### src/rtl/writer_scoreboard_pkg.sv
// Shared register-file constants, the in-flight writer slot record and the
// readiness rule used by the writer scoreboard and its hazard checkers.
package writer_scoreboard_pkg;

    localparam int REG_W    = 5;
    localparam int NUM_REGS = 32;
    localparam int SLOT_W   = REG_W + 2;

    localparam logic [REG_W-1:0] REG_ZERO = '0;

    typedef struct packed {
        logic             valid;
        logic             is_load;
        logic [REG_W-1:0] rd;
    } slot_t;

    localparam slot_t SLOT_EMPTY = '0;

    // A writer becomes forwardable once it has aged to its result latency.
    function automatic logic slot_ready(input logic is_load, input int age,
                                        input int alu_lat, input int load_lat);
        return age >= (is_load ? load_lat : alu_lat);
    endfunction

endpackage

### src/rtl/writer_scoreboard_src_hazard_check.sv
// Hazard check for one source operand: finds the youngest in-flight writer of
// the source register and reports whether its value cannot be forwarded yet.
module src_hazard_check
    import writer_scoreboard_pkg::*;
#(
    parameter int DEPTH    = 4,
    parameter int ALU_LAT  = 1,
    parameter int LOAD_LAT = 2
) (
    input  logic [DEPTH*SLOT_W-1:0] slots,
    input  logic                    uses,
    input  logic [REG_W-1:0]        src,
    output logic                    not_ready
);

    slot_t cur;
    logic  found;

    // Slot 0 is the youngest; the first match shadows any older writer.
    always_comb begin
        not_ready = 1'b0;
        found     = 1'b0;
        cur       = SLOT_EMPTY;
        for (int k = 0; k < DEPTH; k++) begin
            cur = slots[k*SLOT_W +: SLOT_W];
            if (!found && cur.valid && (cur.rd == src)) begin
                found     = 1'b1;
                not_ready = !slot_ready(cur.is_load, k + 1, ALU_LAT, LOAD_LAT);
            end
        end
        if (!uses || (src == REG_ZERO)) begin
            not_ready = 1'b0;
        end
    end

endmodule

### src/rtl/writer_scoreboard.sv
// Writer scoreboard: shifts every issued register writer down a DEPTH-slot
// history, raises stall when a source of the ID instruction is not forwardable.
module writer_scoreboard
    import writer_scoreboard_pkg::*;
#(
    parameter int DEPTH    = 4,
    parameter int ALU_LAT  = 1,
    parameter int LOAD_LAT = 2,
    parameter int CNT_W    = 16
) (
    input  logic                clk,
    input  logic                rst_n,
    input  logic                issue_valid,
    input  logic                issue_regwrite,
    input  logic                issue_is_load,
    input  logic [REG_W-1:0]    issue_rd,
    input  logic [REG_W-1:0]    id_rs,
    input  logic [REG_W-1:0]    id_rt,
    input  logic                id_uses_rs,
    input  logic                id_uses_rt,
    input  logic                flush_ex,
    output logic                stall,
    output logic [NUM_REGS-1:0] busy_mask,
    output logic [CNT_W-1:0]    stall_cycles
);

    generate
        if ((ALU_LAT < 1) || (ALU_LAT > LOAD_LAT) || (LOAD_LAT > DEPTH)) begin : g_bad_params
            $error("writer_scoreboard: need 1 <= ALU_LAT <= LOAD_LAT <= DEPTH");
        end
    endgenerate

    slot_t                   slot_q [DEPTH];
    slot_t                   slot_d [DEPTH];
    logic [DEPTH*SLOT_W-1:0] slots_flat;
    logic [NUM_REGS-1:0]     busy_d;
    logic                    rs_not_ready;
    logic                    rt_not_ready;

    always_comb begin
        slots_flat = '0;
        for (int k = 0; k < DEPTH; k++) begin
            slots_flat[k*SLOT_W +: SLOT_W] = slot_q[k];
        end
    end

    src_hazard_check #(
        .DEPTH    (DEPTH),
        .ALU_LAT  (ALU_LAT),
        .LOAD_LAT (LOAD_LAT)
    ) u_rs_check (
        .slots     (slots_flat),
        .uses      (id_uses_rs),
        .src       (id_rs),
        .not_ready (rs_not_ready)
    );

    src_hazard_check #(
        .DEPTH    (DEPTH),
        .ALU_LAT  (ALU_LAT),
        .LOAD_LAT (LOAD_LAT)
    ) u_rt_check (
        .slots     (slots_flat),
        .uses      (id_uses_rt),
        .src       (id_rt),
        .not_ready (rt_not_ready)
    );

    // A flushed ID instruction is discarded, so it never needs to wait.
    assign stall = (rs_not_ready | rt_not_ready) & ~flush_ex;

    // Stalled or flushed cycles push a bubble; a flush also kills the writer issued last cycle.
    always_comb begin
        slot_d[0]         = SLOT_EMPTY;
        slot_d[0].valid   = issue_valid & issue_regwrite & (issue_rd != REG_ZERO)
                            & ~stall & ~flush_ex;
        slot_d[0].is_load = issue_is_load;
        slot_d[0].rd      = issue_rd;
        for (int k = 1; k < DEPTH; k++) begin
            slot_d[k] = ((k == 1) && flush_ex) ? SLOT_EMPTY : slot_q[k-1];
        end
    end

    always_comb begin
        busy_d = '0;
        for (int k = 0; k < DEPTH; k++) begin
            if (slot_d[k].valid) begin
                busy_d[slot_d[k].rd] = 1'b1;
            end
        end
        busy_d[REG_ZERO] = 1'b0;
    end

    always_ff @(posedge clk or negedge rst_n) begin
        if (!rst_n) begin
            for (int k = 0; k < DEPTH; k++) begin
                slot_q[k] <= SLOT_EMPTY;
            end
            busy_mask    <= '0;
            stall_cycles <= '0;
        end else begin
            for (int k = 0; k < DEPTH; k++) begin
                slot_q[k] <= slot_d[k];
            end
            busy_mask <= busy_d;
            if (stall && (stall_cycles != {CNT_W{1'b1}})) begin
                stall_cycles <= stall_cycles + 1'b1;
            end
        end
    end

endmodule

### config.mk
export PLATFORM = sky130hd
export DESIGN_NAME = writer_scoreboard
export DESIGN_NICKNAME = d
export VERILOG_FILES = /design/src/rtl/writer_scoreboard_pkg.sv /design/src/rtl/writer_scoreboard_src_hazard_check.sv /design/src/rtl/writer_scoreboard.sv
export SDC_FILE = /design/constraint.sdc
export NUM_CORES = 1
export LEC_CHECK = 0
export ABC_AREA = 1
export BUFFER_PORTS_ARGS = -buffer_cell sky130_fd_sc_hd__buf_2
export CAP_MARGIN = 30
export CORE_UTILIZATION = 55
export CTS_BUF_LIST = sky130_fd_sc_hd__clkbuf_4 sky130_fd_sc_hd__clkbuf_8 sky130_fd_sc_hd__clkbuf_16
export DETAILED_ROUTE_END_ITERATION = 10
export MAX_ROUTING_LAYER = met4
export PLACE_DENSITY = 0.87
export SLEW_MARGIN = 10
export SYNTH_ARGS = -nofsm -noshare
export SYNTH_HDL_FRONTEND = slang
export SYNTH_SLANG_ARGS = --single-unit
### constraint.sdc
create_clock -name clk -period 2.4 [get_ports clk]
set_clock_uncertainty 0.15 [all_clocks]
set_input_delay 0.24 -clock clk [delete_from_list [all_inputs] [get_ports clk]]
set_output_delay 0.24 -clock clk [all_outputs]
set_load 0.05 [all_outputs]
==> impl_summary.txt <==
----------------------------------------------------
[Clocking]
  Buffer levels on the longest clock path ... 2
  Clock root cell ... sky130_fd_sc_hd__clkbuf_8
  Inserted Clock Buffers ... 9
  Clk slew on worst S/H paths ... 70 ps
  Sinks on Clock Net ... 66
  H-Tree Depth ... 3
  Clock tree from TritonCTS ... yes
  Clock Latency Late Sink ... 350 ps
  Post-CTS setup repair buffer count ... 0

[Floorplanning]
  Die Height ... 84.3 um
  Placeable core area ... 6460 um^2
  Number of primary I/O pins ... 72
  Die W ... 84.3 um
  Die ar. ... 7110 um^2
  Starting density of the core ... 57.7%
  Site Rows ... 29

[Synth]
  Synth warn ... 0
  Gate count after technology mapping ... 501
  Number of distinct library cells after synthesis ... 27
  Flip-flop and latch count after synthesis ... 66
  Syn Nets ... 525
  Proportion of synthesized chip area in sequential cells ... 44.3%
  Average instance area after synthesis ... 7.44 um^2
  Post-synthesis instance area ... 3730 um^2

[Final layout]
  Leading cell type in the layout, fill and taps excluded ... sky130_fd_sc_hd__nand2_1
  Non-filler cells, final ... 674
  Antenna cell count ... 0
  Area Overhead vs Synth ... 19.7%
  Count of filler cells inserted in the layout ... 563
  Layout cell share with drive strength beyond 1 ... 17.9%
  Commonest cells after routing, fill and taps aside ... sky130_fd_sc_hd__nand2_1, sky130_fd_sc_hd__nor2_1, sky130_fd_sc_hd__buf_2, sky130_fd_sc_hd__dfrtp_1, sky130_fd_sc_hd__nand3_1
  Final Core Density ... 69.1%
  Net count reported at finish ... 616

[STA]
  Number of setup violations in the final report ... 0
  Final worst setup slack ... 162 ps
  Share of the clock period used by the worst path ... 93.2%
  Hold Violations, Final ... 0
  Hold slack final ... 191 ps
  Shortest period the worst path allows ... 2240 ps
  Actual transition at the worst max-transition pin ... 544 ps
  Setup repair after global routing missed its margin ... false
  Total count of max-transition violations in the final report ... 0
  Highest achievable clock rate ... 447 MHz
  Sum of negative setup slack ... 0 ps
  Worst rel slew slack ... 63.4%

[Drt]
  Mean routed wirelength per cell ... 16.1 um
  Via count normalized by instance count ... 5.86
  DRT Pass-1 Iters ... 10
  Vias after detailed routing ... 3950
  Antenna viol nets, final ... 0
  Detailed Route WL ... 10.9 mm
  Post-route DRC violation count ... 8
  Starting DRC count in detailed routing ... 431

[GRT]
  Final global-route overflow total ... 0
  Number of antenna violations at the first check in global routing ... 0
  Vias in the first global route ... 3526
  Pin count of the biggest net entering global routing ... 30
  Global-route usage over all layers ... 33.8%
  Global-route wire length before repair ... 17.5 mm

[Power]
  Leakage ... 0.00241 uW
  VDD IR max ... 0.329 mV
  Power density over the cells ... 508 nW/um^2

[Worst setup path]
  Required @ worst endpoint ... 2010 ps
  Endpoint arrival time on the critical path ... 1850 ps
  Critical path peak fanout ... 11
  Critical Path Slowest Stage Cell ... sky130_fd_sc_hd__dfrtp_1
  Kind of end point of the critical path ... primary output
  Worst reg-to-reg setup slack ... 390 ps
  CP Cell Sequence ... a21oi_1 -> nand2_1 -> nor2_1 -> nand3_1 -> nand2_1 -> nand2_2 -> inv_1 -> buf_2
  CP most frequent cell ... sky130_fd_sc_hd__nand2_1
  Worst path top cell family by delay ... simple AND/OR/NAND/NOR gates
  Total buffers and inverters traversed by the critical path ... 2
  Maximum cell stage delay along the critical path ... 450 ps
  Path type of the worst setup path ... reg2out
  Startpoint class of the critical path ... flip-flop

[Status]
  Failing checks ... design-rule violations
  Status ... complete, but fails checks

[Placement]
  Weighted congestion at the end of routability-driven global placement ... 1.02
  Placed cell count ... 650
  Place WS ... 409 ps
  Port Buffers ... 70
  Post-detailed-placement half-perimeter wirelength ... 7.86 mm

[Min path]
  Worst min-delay path class ... in2async

[Flow run]
  Max-cap check violation count ... 0

----------------------------------------------------
## cell families (layout without fill, tap and decap cells)
family,Yosys count,count (layout),share of synthesized area [%]
compound gates,54,54,9.47
xor+xnor,12,12,2.82
simple gates,304,304,35.3
buf+inv,63,159,7.69
flops,66,66,44.3
fa+ha+maj,1,1,0.336
other cells,1,1,0.101
## cells in the mapped netlist, drive strengths merged
cell type | instances | area [um^2]
nand4 | 18 | 113
ha | 1 | 12.5
a21boi | 1 | 7.51
nand3 | 56 | 293
xnor2 | 7 | 61.3
xor2 | 5 | 43.8
nand3b | 1 | 20.0
nand2 | 127 | 477
a221oi | 16 | 140
nor2 | 80 | 300
clkbuf | 2 | 11.3
dfrtp | 66 | 1650
nor3 | 21 | 105
o22ai | 15 | 93.8
a21oi | 17 | 85.1
buf | 11 | 87.6
o21ai | 4 | 20.0
and3 | 1 | 6.26
inv | 50 | 188
a31oi | 1 | 6.26
conb | 1 | 3.75
## layout make-up
| cell class | count | area [um^2] | area share [%] |
|---|---|---|---|
| clock buffer | 14 | 180 | 4.04 |
| sequential | 66 | 1650 | 37.1 |
| inverter | 50 | 188 | 4.21 |
| clock inverter | 2 | 10.0 | 0.224 |
| multi-input combinational | 372 | 1790 | 40.1 |
| tap | 77 | 96.3 | 2.16 |
| timing repair buffer | 93 | 543 | 12.2 |
## final timing paths
check | from | end | cells after the start
min in group clk | issue_regwrite | busy_mask[31]$_DFF_PN0_ | 4
setup / recovery | slot_q[22]$_DFF_PN0_ | stall | 8
max in group asynchronous | rst_n | busy_mask[29]$_DFF_PN0_ | 3
hold reg to reg | slot_d[13]$_DFF_PN0_ | slot_d[6]$_DFF_PN0_ | 0
setup reg to reg | stall_cycles[0]$_DFFE_PN0P_ | stall_cycles[1]$_DFFE_PN0P_ | 8
hold / removal | rst_n | stall_cycles[8]$_DFFE_PN0P_ | 2
## sequential cells by signal (all words and copies together), names as in the netlist
name          flops
slot_q            7
slot_d           12
stall_cycles     16
busy_mask        31
## metal layers
metal | GRT usage, % | up-vias | routed length, um | part of all wire, %
met5 | - | - | 0 | 0
met4 | 14.3 | 0 | 329 | 3.0
met3 | 6.78 | 38 | 1110 | 10
met2 | 50.9 | 246 | 4790 | 44
met1 | 44.8 | 1811 | 4620 | 43
li1 | - | 1855 | - | -
## power breakdown
group          switching (uW)  internal [uW]  total (uW)
logic                     164           61.8         226
registers                22.2           1130        1160
clock network             407            479         886
total                     593           1670        2270
## per-stage QoR
| stage | total power, uW | area [um^2] |
|---|---|---|
| global placement | 1380 | 4190 |
| detailed placement | 1390 | 4190 |
| global route | 2360 | 4460 |
| finish | 2270 | 4460 |
| floorplan | 1290 | 3730 |
| CTS | 2280 | 4460 |
## repair_timing
item	in CTS	in global routing
endpoints found under the hold margin	27	0
hold buffers	8	0
setup endpoints to repair	0	1
gates resized for setup	0	2
Note: power is estimated with default switching activity, not from simulation.
